==> src/rtl/mc_control.sv <==
// Multi-cycle IF/ID/EX/MEM/WB sequencer for the Minisys-style MIPS core.
// Issues per-cycle datapath strobes, decodes memory-mapped I/O and counts retired instructions.
module mc_control #(
  parameter int ADDR_W     = 32,
  parameter int IO_SEL_LSB = 10,
  parameter logic [ADDR_W-IO_SEL_LSB-1:0] IO_BASE = 22'h3FFFFF,
  parameter int MEM_LAT    = 1,
  parameter int IO_TIMEOUT = 255,
  parameter int CNT_W      = 32
) (
  input  logic              clock,
  input  logic              reset_n,
  input  logic [5:0]        opcode,
  input  logic [5:0]        funct,
  input  logic [ADDR_W-1:0] alu_result,
  input  logic              zero,
  input  logic              io_ready,
  output logic [2:0]        state,
  output logic              ir_write,
  output logic              pc_write,
  output logic              reg_write,
  output logic              mem_read,
  output logic              mem_write,
  output logic              io_read,
  output logic              io_write,
  output logic [1:0]        pc_src,
  output logic              reg_dst,
  output logic              alu_src,
  output logic              sftmd,
  output logic              jal,
  output logic              memorio_to_reg,
  output logic [1:0]        alu_op,
  output logic              instr_done,
  output logic              illegal,
  output logic              io_timeout,
  output logic [CNT_W-1:0]  instr_count
);

  typedef enum logic [2:0] {S_IF = 3'd0, S_ID = 3'd1, S_EX = 3'd2, S_MEM = 3'd3, S_WB = 3'd4} state_t;

  // One counter serves both the memory latency and the I/O wait.
  localparam int CNT_MAX = (IO_TIMEOUT > 4) ? IO_TIMEOUT : 4;
  localparam int WAIT_W  = $clog2(CNT_MAX + 1);

  state_t            st;
  logic [5:0]        op_q, fn_q;
  logic              is_io;
  logic [WAIT_W-1:0] wait_cnt;

  // Live decode, used only while the instruction sits in ID.
  logic id_j, id_jal, id_legal;
  assign id_j     = (opcode == 6'b000010);
  assign id_jal   = (opcode == 6'b000011);
  assign id_legal = (opcode == 6'b000000) || id_j || id_jal ||
                    (opcode == 6'b000100) || (opcode == 6'b000101) ||
                    (opcode[5:3] == 3'b001) ||
                    (opcode == 6'b100011) || (opcode == 6'b101011);

  logic q_r, q_jr, q_beq, q_bne, q_i, q_lw, q_sw;
  assign q_r   = (op_q == 6'b000000);
  assign q_jr  = q_r && (fn_q == 6'b001000);
  assign q_beq = (op_q == 6'b000100);
  assign q_bne = (op_q == 6'b000101);
  assign q_i   = (op_q[5:3] == 3'b001);
  assign q_lw  = (op_q == 6'b100011);
  assign q_sw  = (op_q == 6'b101011);

  logic lat_last, tmo_hit, mem_done, addr_io;
  assign lat_last = (wait_cnt == WAIT_W'(MEM_LAT - 1));
  assign tmo_hit  = (wait_cnt == WAIT_W'(IO_TIMEOUT - 1));
  assign mem_done = is_io ? (io_ready || tmo_hit) : (q_sw || lat_last);
  assign addr_io  = (alu_result[ADDR_W-1:IO_SEL_LSB] == IO_BASE);

  logic unused_addr_bits;
  assign unused_addr_bits = ^alu_result[IO_SEL_LSB-1:0];

  logic       ir_write_c, pc_write_c, reg_write_c, mem_read_c, mem_write_c;
  logic       io_read_c, io_write_c, jal_c, m2r_c, illegal_c, io_timeout_c;
  logic [1:0] pc_src_c;
  logic       sel_valid;

  always_comb begin
    // NOTE: every signal gets a default first so no path through the case infers a latch.
    ir_write_c   = 1'b0;
    pc_write_c   = 1'b0;
    reg_write_c  = 1'b0;
    mem_read_c   = 1'b0;
    mem_write_c  = 1'b0;
    io_read_c    = 1'b0;
    io_write_c   = 1'b0;
    jal_c        = 1'b0;
    m2r_c        = 1'b0;
    illegal_c    = 1'b0;
    io_timeout_c = 1'b0;
    pc_src_c     = 2'd0;
    unique case (st)
      S_IF: ir_write_c = 1'b1;
      S_ID: begin
        if (!id_legal) begin
          illegal_c  = 1'b1;
          pc_write_c = 1'b1;
        end else if (id_j || id_jal) begin
          pc_write_c  = 1'b1;
          pc_src_c    = 2'd2;
          reg_write_c = id_jal;
          jal_c       = id_jal;
        end
      end
      S_EX: begin
        if (q_beq || q_bne) begin
          pc_write_c = 1'b1;
          pc_src_c   = (q_beq ? zero : !zero) ? 2'd1 : 2'd0;
        end else if (q_jr) begin
          pc_write_c = 1'b1;
          pc_src_c   = 2'd3;
        end
      end
      S_MEM: begin
        if (is_io) begin
          io_read_c    = q_lw;
          io_write_c   = q_sw;
          io_timeout_c = tmo_hit && !io_ready;
          pc_write_c   = q_sw && mem_done;
        end else begin
          mem_read_c  = q_lw;
          mem_write_c = q_sw;
          pc_write_c  = q_sw;
        end
      end
      S_WB: begin
        reg_write_c = 1'b1;
        m2r_c       = q_lw;
        pc_write_c  = 1'b1;
      end
      default: ;
    endcase
  end

  assign sel_valid = (st == S_EX) || (st == S_MEM) || (st == S_WB);

  // Strobes are forced low while reset is held, including ir_write in the reset IF state.
  assign state          = st;
  assign ir_write       = reset_n & ir_write_c;
  assign pc_write       = reset_n & pc_write_c;
  assign reg_write      = reset_n & reg_write_c;
  assign mem_read       = reset_n & mem_read_c;
  assign mem_write      = reset_n & mem_write_c;
  assign io_read        = reset_n & io_read_c;
  assign io_write       = reset_n & io_write_c;
  assign pc_src         = reset_n ? pc_src_c : 2'd0;
  assign jal            = reset_n & jal_c;
  assign memorio_to_reg = reset_n & m2r_c;
  assign illegal        = reset_n & illegal_c;
  assign io_timeout     = reset_n & io_timeout_c;
  assign instr_done     = reset_n & pc_write_c;
  assign reg_dst        = reset_n & sel_valid & q_r;
  assign alu_src        = reset_n & sel_valid & (q_i || q_lw || q_sw);
  assign sftmd          = reset_n & sel_valid & q_r &
                          (fn_q[5:3] == 3'b000) & (fn_q[2:0] != 3'b001) & (fn_q[2:0] != 3'b101);
  assign alu_op         = (reset_n && sel_valid) ? {q_r || q_i, q_beq || q_bne} : 2'b00;

  // NOTE: all state below uses non-blocking assignments so every register samples pre-edge values.
  always_ff @(posedge clock or negedge reset_n) begin
    if (!reset_n) begin
      st          <= S_IF;
      op_q        <= '0;
      fn_q        <= '0;
      is_io       <= 1'b0;
      wait_cnt    <= '0;
      instr_count <= '0;
    end else begin
      if (pc_write_c) instr_count <= instr_count + CNT_W'(1);
      unique case (st)
        S_IF: st <= S_ID;
        S_ID: begin
          op_q <= opcode;
          fn_q <= funct;
          st   <= (!id_legal || id_j || id_jal) ? S_IF : S_EX;
        end
        S_EX: begin
          is_io    <= addr_io;
          wait_cnt <= '0;
          if (q_beq || q_bne || q_jr) st <= S_IF;
          else if (q_lw || q_sw)      st <= S_MEM;
          else                        st <= S_WB;
        end
        S_MEM: begin
          if (mem_done) begin
            wait_cnt <= '0;
            st       <= q_lw ? S_WB : S_IF;
          end else begin
            wait_cnt <= wait_cnt + WAIT_W'(1);
          end
        end
        S_WB:    st <= S_IF;
        default: st <= S_IF;
      endcase
    end
  end

endmodule

==> config.mk <==
export PLATFORM = sky130hd
export DESIGN_NAME = mc_control
export DESIGN_NICKNAME = d
export VERILOG_FILES = /design/src/rtl/mc_control.sv
export SDC_FILE = /design/constraint.sdc
export NUM_CORES = 1
export LEC_CHECK = 0
export CORE_MARGIN = 2
export CORE_UTILIZATION = 30
export CTS_CLUSTER_DIAMETER = 100
export DETAILED_ROUTE_END_ITERATION = 16
export PLACE_DENSITY = 0.53
export SYNTH_ARGS = -nofsm -noshare
export SYNTH_HDL_FRONTEND = slang
export SYNTH_SLANG_ARGS = --single-unit
==> constraint.sdc <==
create_clock -name clock -period 8.2 [get_ports clock]
set_input_delay 2.46 -clock clock [delete_from_list [all_inputs] [get_ports clock]]
set_output_delay 2.46 -clock clock [all_outputs]
set_load 0.01 [all_outputs]
==> summary.md, run 1 <==
| Metric | Value |
|---|---|
| CTS clk-pin slew, worst paths | approximately 0.10 ns |
| Largest net degree at the start of global routing | 43 |
| WL per Instance | between 15 and 20 µm |
| Post-synth top area cell | dfrtp_1 |
| Sink Count | 56 |
| Worst hold stages | 1 |
| Max Fclk | 137 MHz |
| Measured slew at the worst slew-check pin | between 1 and 1.5 ns |
| Element type at the critical path start | input port |
| Cts hold-fix bufs | 0 |
| Initial core utilization | 0.311 |
| Synth top area share | 0.435 |
| Post-synthesis sequential area ratio | 0.435 |
| Worst-skew pair later-pin latency | 0.31 ns |
| Post-Syn Instances | roughly 340 |
| WP data required | 5.74 ns |
| Pleak | 1.56 nW |
| CTS root buffer | clkbuf_8 |
| Slew Limit Fails | 0 |
| Length of the first detailed-routing pass in iterations | 4 |
| RSZ-0062 raised after global routing | false |
| CP startpoint | opcode[2] |
| Grt ovf | 0 |
| Main flop type after synthesis | dfrtp_1 |
| Pre-CTS setup slack | ~0.87 ns |
| RR Startpoint | state[0] |
| Remaining DRCs | 0 |
| Post-synth EDFFs | 0 |
| Die span in x | 108 µm |
| Arr. time, crit path | 4.85 ns |
| Crit-path max FO | 5 |
| Layout cells sized above 1 | 0.0764 |
| HP Start | instr_count[31] |
| Num CTS Buffers | 5 |
| Max-Slew Margin vs Limit | 0.302 |
| Via density per instance | 5.24 |
| # nets final | 470 |
| DP HPWL | 6190 µm |
| Worst Hold End | instr_count[31] |
| Vias in the first global route | 2,816 |
| Fin crit period | 7.31 ns |
| Element type at the critical path end | output pin |
| Mean Syn Cell Area | 9.59 µm² |
| Total core area | a little over 10,000 µm² |
| 1st-iter DRT viols | 116 |
| I/O pins | approximately 100 |
| Hold crit path type | reg2reg |
| Setup Buffers After CTS | 0 |
| Placed cells | 547 |
| Peak VDD IR | 133 µV |
| Final setup viols | 0 |
| Placer congestion estimate | 0.784 |
| Chip Height | ~110 µm |
| H-tree Lvls | 2 |
| Non-Filler Instances | 555 |
| Layout area overhead | 34.4% |
| Final worst slack | 0.887 ns |
| Critical path type | in2out |
| R2R Path End | instr_count[31] |
| YS warnings | 0 |
| CTS tree | yes |
| Global Route Usage Sum | 0.149 |
| Port bufs | 91 |
| R2R Setup Slk | 5.49 ns |
| Synth area leaders | dfrtp_1 (43%), xor2_1 (8.7%), a31oi_1 (4.9%) |
| Antenna cells | 0 |
| Synthesized area | 3220 µm² |
| Clock skew | 0.00727 ns |
| Synth Net Count | between 300 and 400 |
| Post-synth cell types | 45 |
| First-pass GRT wire length | 14,000 µm |
| Post-route ant nets | 0 |
| Final Cycle Share | 0.892 |
| Status | completed |
| Via count | around 2,900 |
| Drt total wl | 8540 µm |
| Seq cells post-synth | 56 |
| Power Density | 304 nW/µm² |
| Post-synth ARST share | 1.00 |
| PostCTS Resize Cnt | 0 |
| Setup TNS | 0 ns |
| R2R depth | 6 |
| Count of final hold-check violations | 0 |
| Die Footprint | 11,600 µm² |
| Max cap viols | 0 |
| Row count | 37 |
| Clock buffer depth | 2 |
| Antenna violations before repair | 0 |
## flip-flops by register name (all words and copies together) (netlist names)
register,flops
state,3
op_q,6
wait_cnt,8
fn_q,6
instr_count,32
is_io,1
## synth_stat cells, drive strengths merged, types with 5 or more instances
cell type,instances
dfrtp,56
xor2,32
a31oi,25
nand2,23
nand4,23
nand3,22
nor2,20
buf,12
mux2,12
nor3,12
inv,11
o21ai,10
and3,8
clkbuf,8
a311oi,7
nor4,7
and4,6
a21oi,5
## worst max-delay path, cell delays in order
cell and delay, ns:
clkdlybuf4s50_1 0.46, nand2b_1 0.23, or4b_2 0.64, o311ai_2 0.15, nand3_1 0.21, and2_1 0.22, clkdlybuf4s50_1 0.47
## cells in the final DEF (no fill, tap or decap), drive strengths merged, types with 7 or more instances in the layout
cell,count
clkdlybuf4s50,90
dfrtp,56
xor2,32
a31oi,25
nand4,23
nand2,23
nand3,22
nor2,20
mux2,12
nor3,12
inv,11
o21ai,10
and3,8
a311oi,7
nor4,7
## where the power goes
part | switching (W) | internal [W]
registers | 0.000150 | 0.000382
logic | 0.000303 | 0.000298
clock network | 0.0000918 | 0.0000909
## layout make-up
| class | instances | area (µm²) |
|---|---|---|
| sequential | 56 | 1400 |
| tap | 136 | 170 |
| multi-input combinational | 249 | 1670 |
| timing repair buffer | 95 | 936 |
| inverter | 11 | 41.3 |
| fill | 1040 | 6040 |
| clock buffer | 6 | 72.6 |
| clock inverter | 2 | 35.0 |
## per-stage QoR
step | utilization | total power (W) | area, µm² | hold slack, ns
finish | 0.418 | 0.00132 | 4330 | 0.472
global route | 0.418 | 0.00142 | 4330 | 0.499
CTS | 0.418 | 0.00133 | 4330 | 0.478
global placement | 0.407 | 0.00114 | 4220 | 0.456
floorplan | - | 0.000872 | 3220 | 0.481
detailed placement | 0.407 | 0.00114 | 4220 | 0.460
## metal layers
layer / wire [µm] / GRT usage / share of wire / vias to the layer above
met5: 0 / 0 / 0 / -
met4: 27 / 0.0302 / 0.0032 / 0
met3: 534 / 0.0369 / 0.063 / 2
met2: 4080 / 0.244 / 0.48 / 89
met1: 3900 / 0.199 / 0.46 / 1400
li1: - / - / - / 1416
## worst max path at each step
stage / slack, ns / to / depth (start not counted)
after global placement: 0.89 / pc_write / 7
after CTS: 0.87 / instr_done / 7
after floorplan: 1.73 / pc_write / 6
after global routing: 0.79 / instr_done / 7
final: 0.89 / instr_done / 7
after detailed placement: 0.87 / instr_done / 7
## kinds of logic after synthesis
logic type,Yosys count,share of synthesized area
buffers and inverters,31,0.0478
XOR/XNOR,34,0.0924
AND/OR/NAND/NOR,136,0.237
AO/OA/AOI/OAI,63,0.131
multiplexers,12,0.0419
flip-flops,56,0.435
adder cells (fa/ha/maj),4,0.0155
Note: power is estimated with default switching activity, not from simulation.
==> run 2, diff against run 1 <==
--- a/config.mk
+++ b/config.mk
@@ -5,11 +5,13 @@
 export SDC_FILE = /design/constraint.sdc
 export NUM_CORES = 1
 export LEC_CHECK = 0
+export ABC_AREA = 1
 export CORE_MARGIN = 2
 export CORE_UTILIZATION = 30
 export CTS_CLUSTER_DIAMETER = 100
 export DETAILED_ROUTE_END_ITERATION = 16
-export PLACE_DENSITY = 0.53
+export PLACE_DENSITY = 0.51
+export SKIP_CTS_REPAIR_TIMING = 1
 export SYNTH_ARGS = -nofsm -noshare
 export SYNTH_HDL_FRONTEND = slang
 export SYNTH_SLANG_ARGS = --single-unit
==> summary.md, run 2 <==
| Metric | Value |
|---|---|
| Status | completed |
| Slowest CP cell | clkdlybuf4s50_1 |
| Layout area overhead | 31.1% |
| Main flop type after synthesis | dfrtp_1 |
| Clock buffer depth | 2 (unchanged) |
| Num CTS Buffers | 5 (unchanged) |
| Peak VDD IR | 70.7 µV (-47%) |
| Reg with most FFs | instr_count |
| Drt total wl | 11,100 µm (+29%) |
| Slew Limit Fails | 0 (unchanged) |
| Synth top area share | 0.359 (-0.0760) |
| Placed cells | 828 (+51%) |
| Hold crit path type | reg2reg |
| Worst-skew pair later-pin latency | 0.30 ns (about the same) |
| Length of the first detailed-routing pass in iterations | 5 (+1) |
| Final setup viols | 0 (unchanged) |
| Power Density | 197 nW/µm² (-35%) |
| DP HPWL | 8380 µm (+35%) |
| Port bufs | 91 (unchanged) |
| Die Footprint | 13,900 µm² (+20%) |
| Synth Net Count | 627 (+62%) |
| WP buf/inv | 4 (+2) |
| Sink Count | 56 (unchanged) |
| Final Cycle Share | 0.865 (-0.0271) |
| Reg area | 1400 µm² (unchanged) |
| Post-layout util | 0.404 (-0.0137) |
| I/O pins | 102 (unchanged) |
| Total core area | 12,700 µm² (+22%) |
| CTS tree | yes |
| WL per Instance | 13.2 µm (-14%) |
| Chip Height | 118 µm (+9.7%) |
| Post-synth ARST share | 1.00 (unchanged) |
| Hold slack | 0.477 ns (+0.00505 ns) |
| Post-synth cell types | 31 (-31%) |
| Most common cell in the synthesized netlist | nand2_1 |
| Mean Syn Cell Area | 6.79 µm² (-29%) |
| Antenna violations before repair | 0 (unchanged) |
| Clock skew | 0.0112 ns (+0.00392 ns) |
| 1st-iter DRT viols | 183 (+58%) |
| Vias in the first global route | 3,930 (+40%) |
| Fin crit period | 7.09 ns (-0.222 ns) |
| Leading registers by flop count | instr_count: 32 flops, wait_cnt: 8 flops |
| Initial core utilization | 0.308 (-0.00260) |
| Largest net degree at the start of global routing | 47 (+9.3%) |
| Filler instances | 1,331 (+28%) |
| YS warnings | 0 (unchanged) |
| Non-Filler Instances | 836 (+51%) |
| Count of final hold-check violations | 0 (unchanged) |
| Post-route ant nets | 0 (unchanged) |
| Layout Cell Area excl Fill | 5120 µm² (+18%) |
| RSZ-0062 raised after global routing | false |
| Element type at the critical path end | output pin |
| H-tree Lvls | 2 (unchanged) |
| Synth top cells by count | nand2_1 (217), nor2_1 (61), nand3_1 (57), dfrtp_1 (56), inv_1 (53) |
| Seq cells post-synth | 56 (unchanged) |
| First-pass GRT wire length | 18,500 µm (+33%) |
| Footprint of the multi-input gates | 2170 µm² (+29%) |
| Arr. time, crit path | 4.63 ns (-0.22 ns) |
| Placer congestion estimate | 0.913 (+16%) |
| Max stage delay on crit path | 0.53 ns (-0.11 ns) |
| Element type at the critical path start | input port |
| Max Fclk | 141 MHz (+3.1%) |
| WP data required | 5.74 ns (about the same) |
| Setup TNS | 0 ns (unchanged) |
| Die span in x | 118 µm (+9.7%) |
| Measured slew at the worst slew-check pin | 0.836 ns (-0.202 ns) |
| CTS root buffer | clkbuf_16 |
| Grt ovf | 0 (unchanged) |
| Layout cells sized above 1 | 0.0738 (-0.00258) |
| Remaining DRCs | 0 (unchanged) |
| CTS clk-pin slew, worst paths | 0.07 ns (-0.03 ns) |
| Post-synth EDFFs | 0 (unchanged) |
| Synthesized area | 3900 µm² (+21%) |
| # nets final | 715 (+52%) |
| Row count | 41 (+11%) |
| Top delay family on crit path | buffers and inverters |
| Post-synth top area cell | dfrtp_1 |
| Critical path type | in2out |
| Top cell by count, worst path | nand2_1 |
| Antenna cells | 0 (unchanged) |
| Critical path cell sequence | clkdlybuf4s50_1 > inv_1 > nor2_1 > nand2_1 > nand3_1 > nand2_1 > nand2_1 > nand2_2 > nand3_4 > nand2_1 > inv_1 > clkdlybuf4s50_1 |
| Max cap viols | 0 (unchanged) |
| Via density per instance | 4.65 (-11%) |
| Via count | 3,888 (+34%) |
| Max reg flops | 32 (unchanged) |
| Post-synthesis sequential area ratio | 0.359 (-0.0760) |
| Crit-path max FO | 33 (+28) |
| Pleak | 2.34 nW (+50%) |
| Commonest non-fill, non-tap cell in the layout | nand2_1 |
| Most used cells in the layout excluding fill and tap cells | nand2_1 (217), clkdlybuf4s50_1 (90), nor2_1 (61), nand3_1 (57), dfrtp_1 (56) |
| Post-DP Area | 4940 µm² (+17%) |
| Post-Syn Instances | 575 (+71%) |
| Max-Slew Margin vs Limit | 0.442 (+0.140) |
| Global Route Usage Sum | 0.161 (+0.0123) |
| Synth area leaders | dfrtp_1 (36%), nand2_1 (21%), nand3_1 (7.3%) |
==> run 2: cells by family after synthesis <==
family,synth area share
AO/OA/AOI/OAI,0.0292
adder cells (fa/ha/maj),0.0128
buffers and inverters,0.0859
XOR/XNOR,0.0494
AND/OR/NAND/NOR,0.464
flip-flops,0.359
==> run 2: per-stage QoR <==
step                power [W]  setup slack (ns)
finish                0.00101              1.11
global route          0.00108             0.899
CTS                   0.00102              1.10
detailed placement   0.000757              1.09
global placement     0.000749              1.14
floorplan            0.000637              2.25
==> run 2: worst register-to-register path, delay by kind of cell, from the launching register on <==
| kind | cells | cell delay [ns] |
|---|---|---|
| flip-flops | 1 | 0.39 |
| buffers and inverters | 1 | 0.12 |
| AND/OR/NAND/NOR | 9 | 1.38 |
| adder cells (fa/ha/maj) | 1 | 0.21 |
==> run 2: worst paths after layout <==
kind                             start               to  slack (ns)  cells past startpoint
max                          opcode[1]         pc_write        1.11                     12
min                            fn_q[2]          fn_q[2]        0.48                      2
max reg2reg                wait_cnt[0]  instr_count[26]        6.03                     11
min reg2reg                    fn_q[2]          fn_q[2]        0.48                      2
max in group asynchronous      reset_n          fn_q[2]        5.20                      2
min in group asynchronous      reset_n      wait_cnt[5]        2.05                      1
==> run 2: routing by layer <==
layer | routed length, µm | global-route usage | vias to the layer above | part of all wire
li1 | - | - | 1986 | -
met1 | 5140 | 0.204 | 1769 | 0.47
met2 | 5010 | 0.273 | 115 | 0.45
met3 | 606 | 0.0334 | 18 | 0.055
met4 | 289 | 0.0520 | 0 | 0.026
met5 | 0 | 0 | - | 0
==> run 2: area by class of cell <==
class	count	area share
multi-input combinational	446	0.423
sequential	56	0.274
clock buffer	6	0.0271
inverter	60	0.0445
timing repair buffer	94	0.181
tap	172	0.0421
clock inverter	2	0.00758
==> run 2: power breakdown <==
group	total, W	switching (W)	internal [W]
registers	0.000379	0.0000529	0.000326
clock network	0.000259	0.000106	0.000153
logic	0.000368	0.000239	0.000129
total	0.00101	0.000397	0.000609
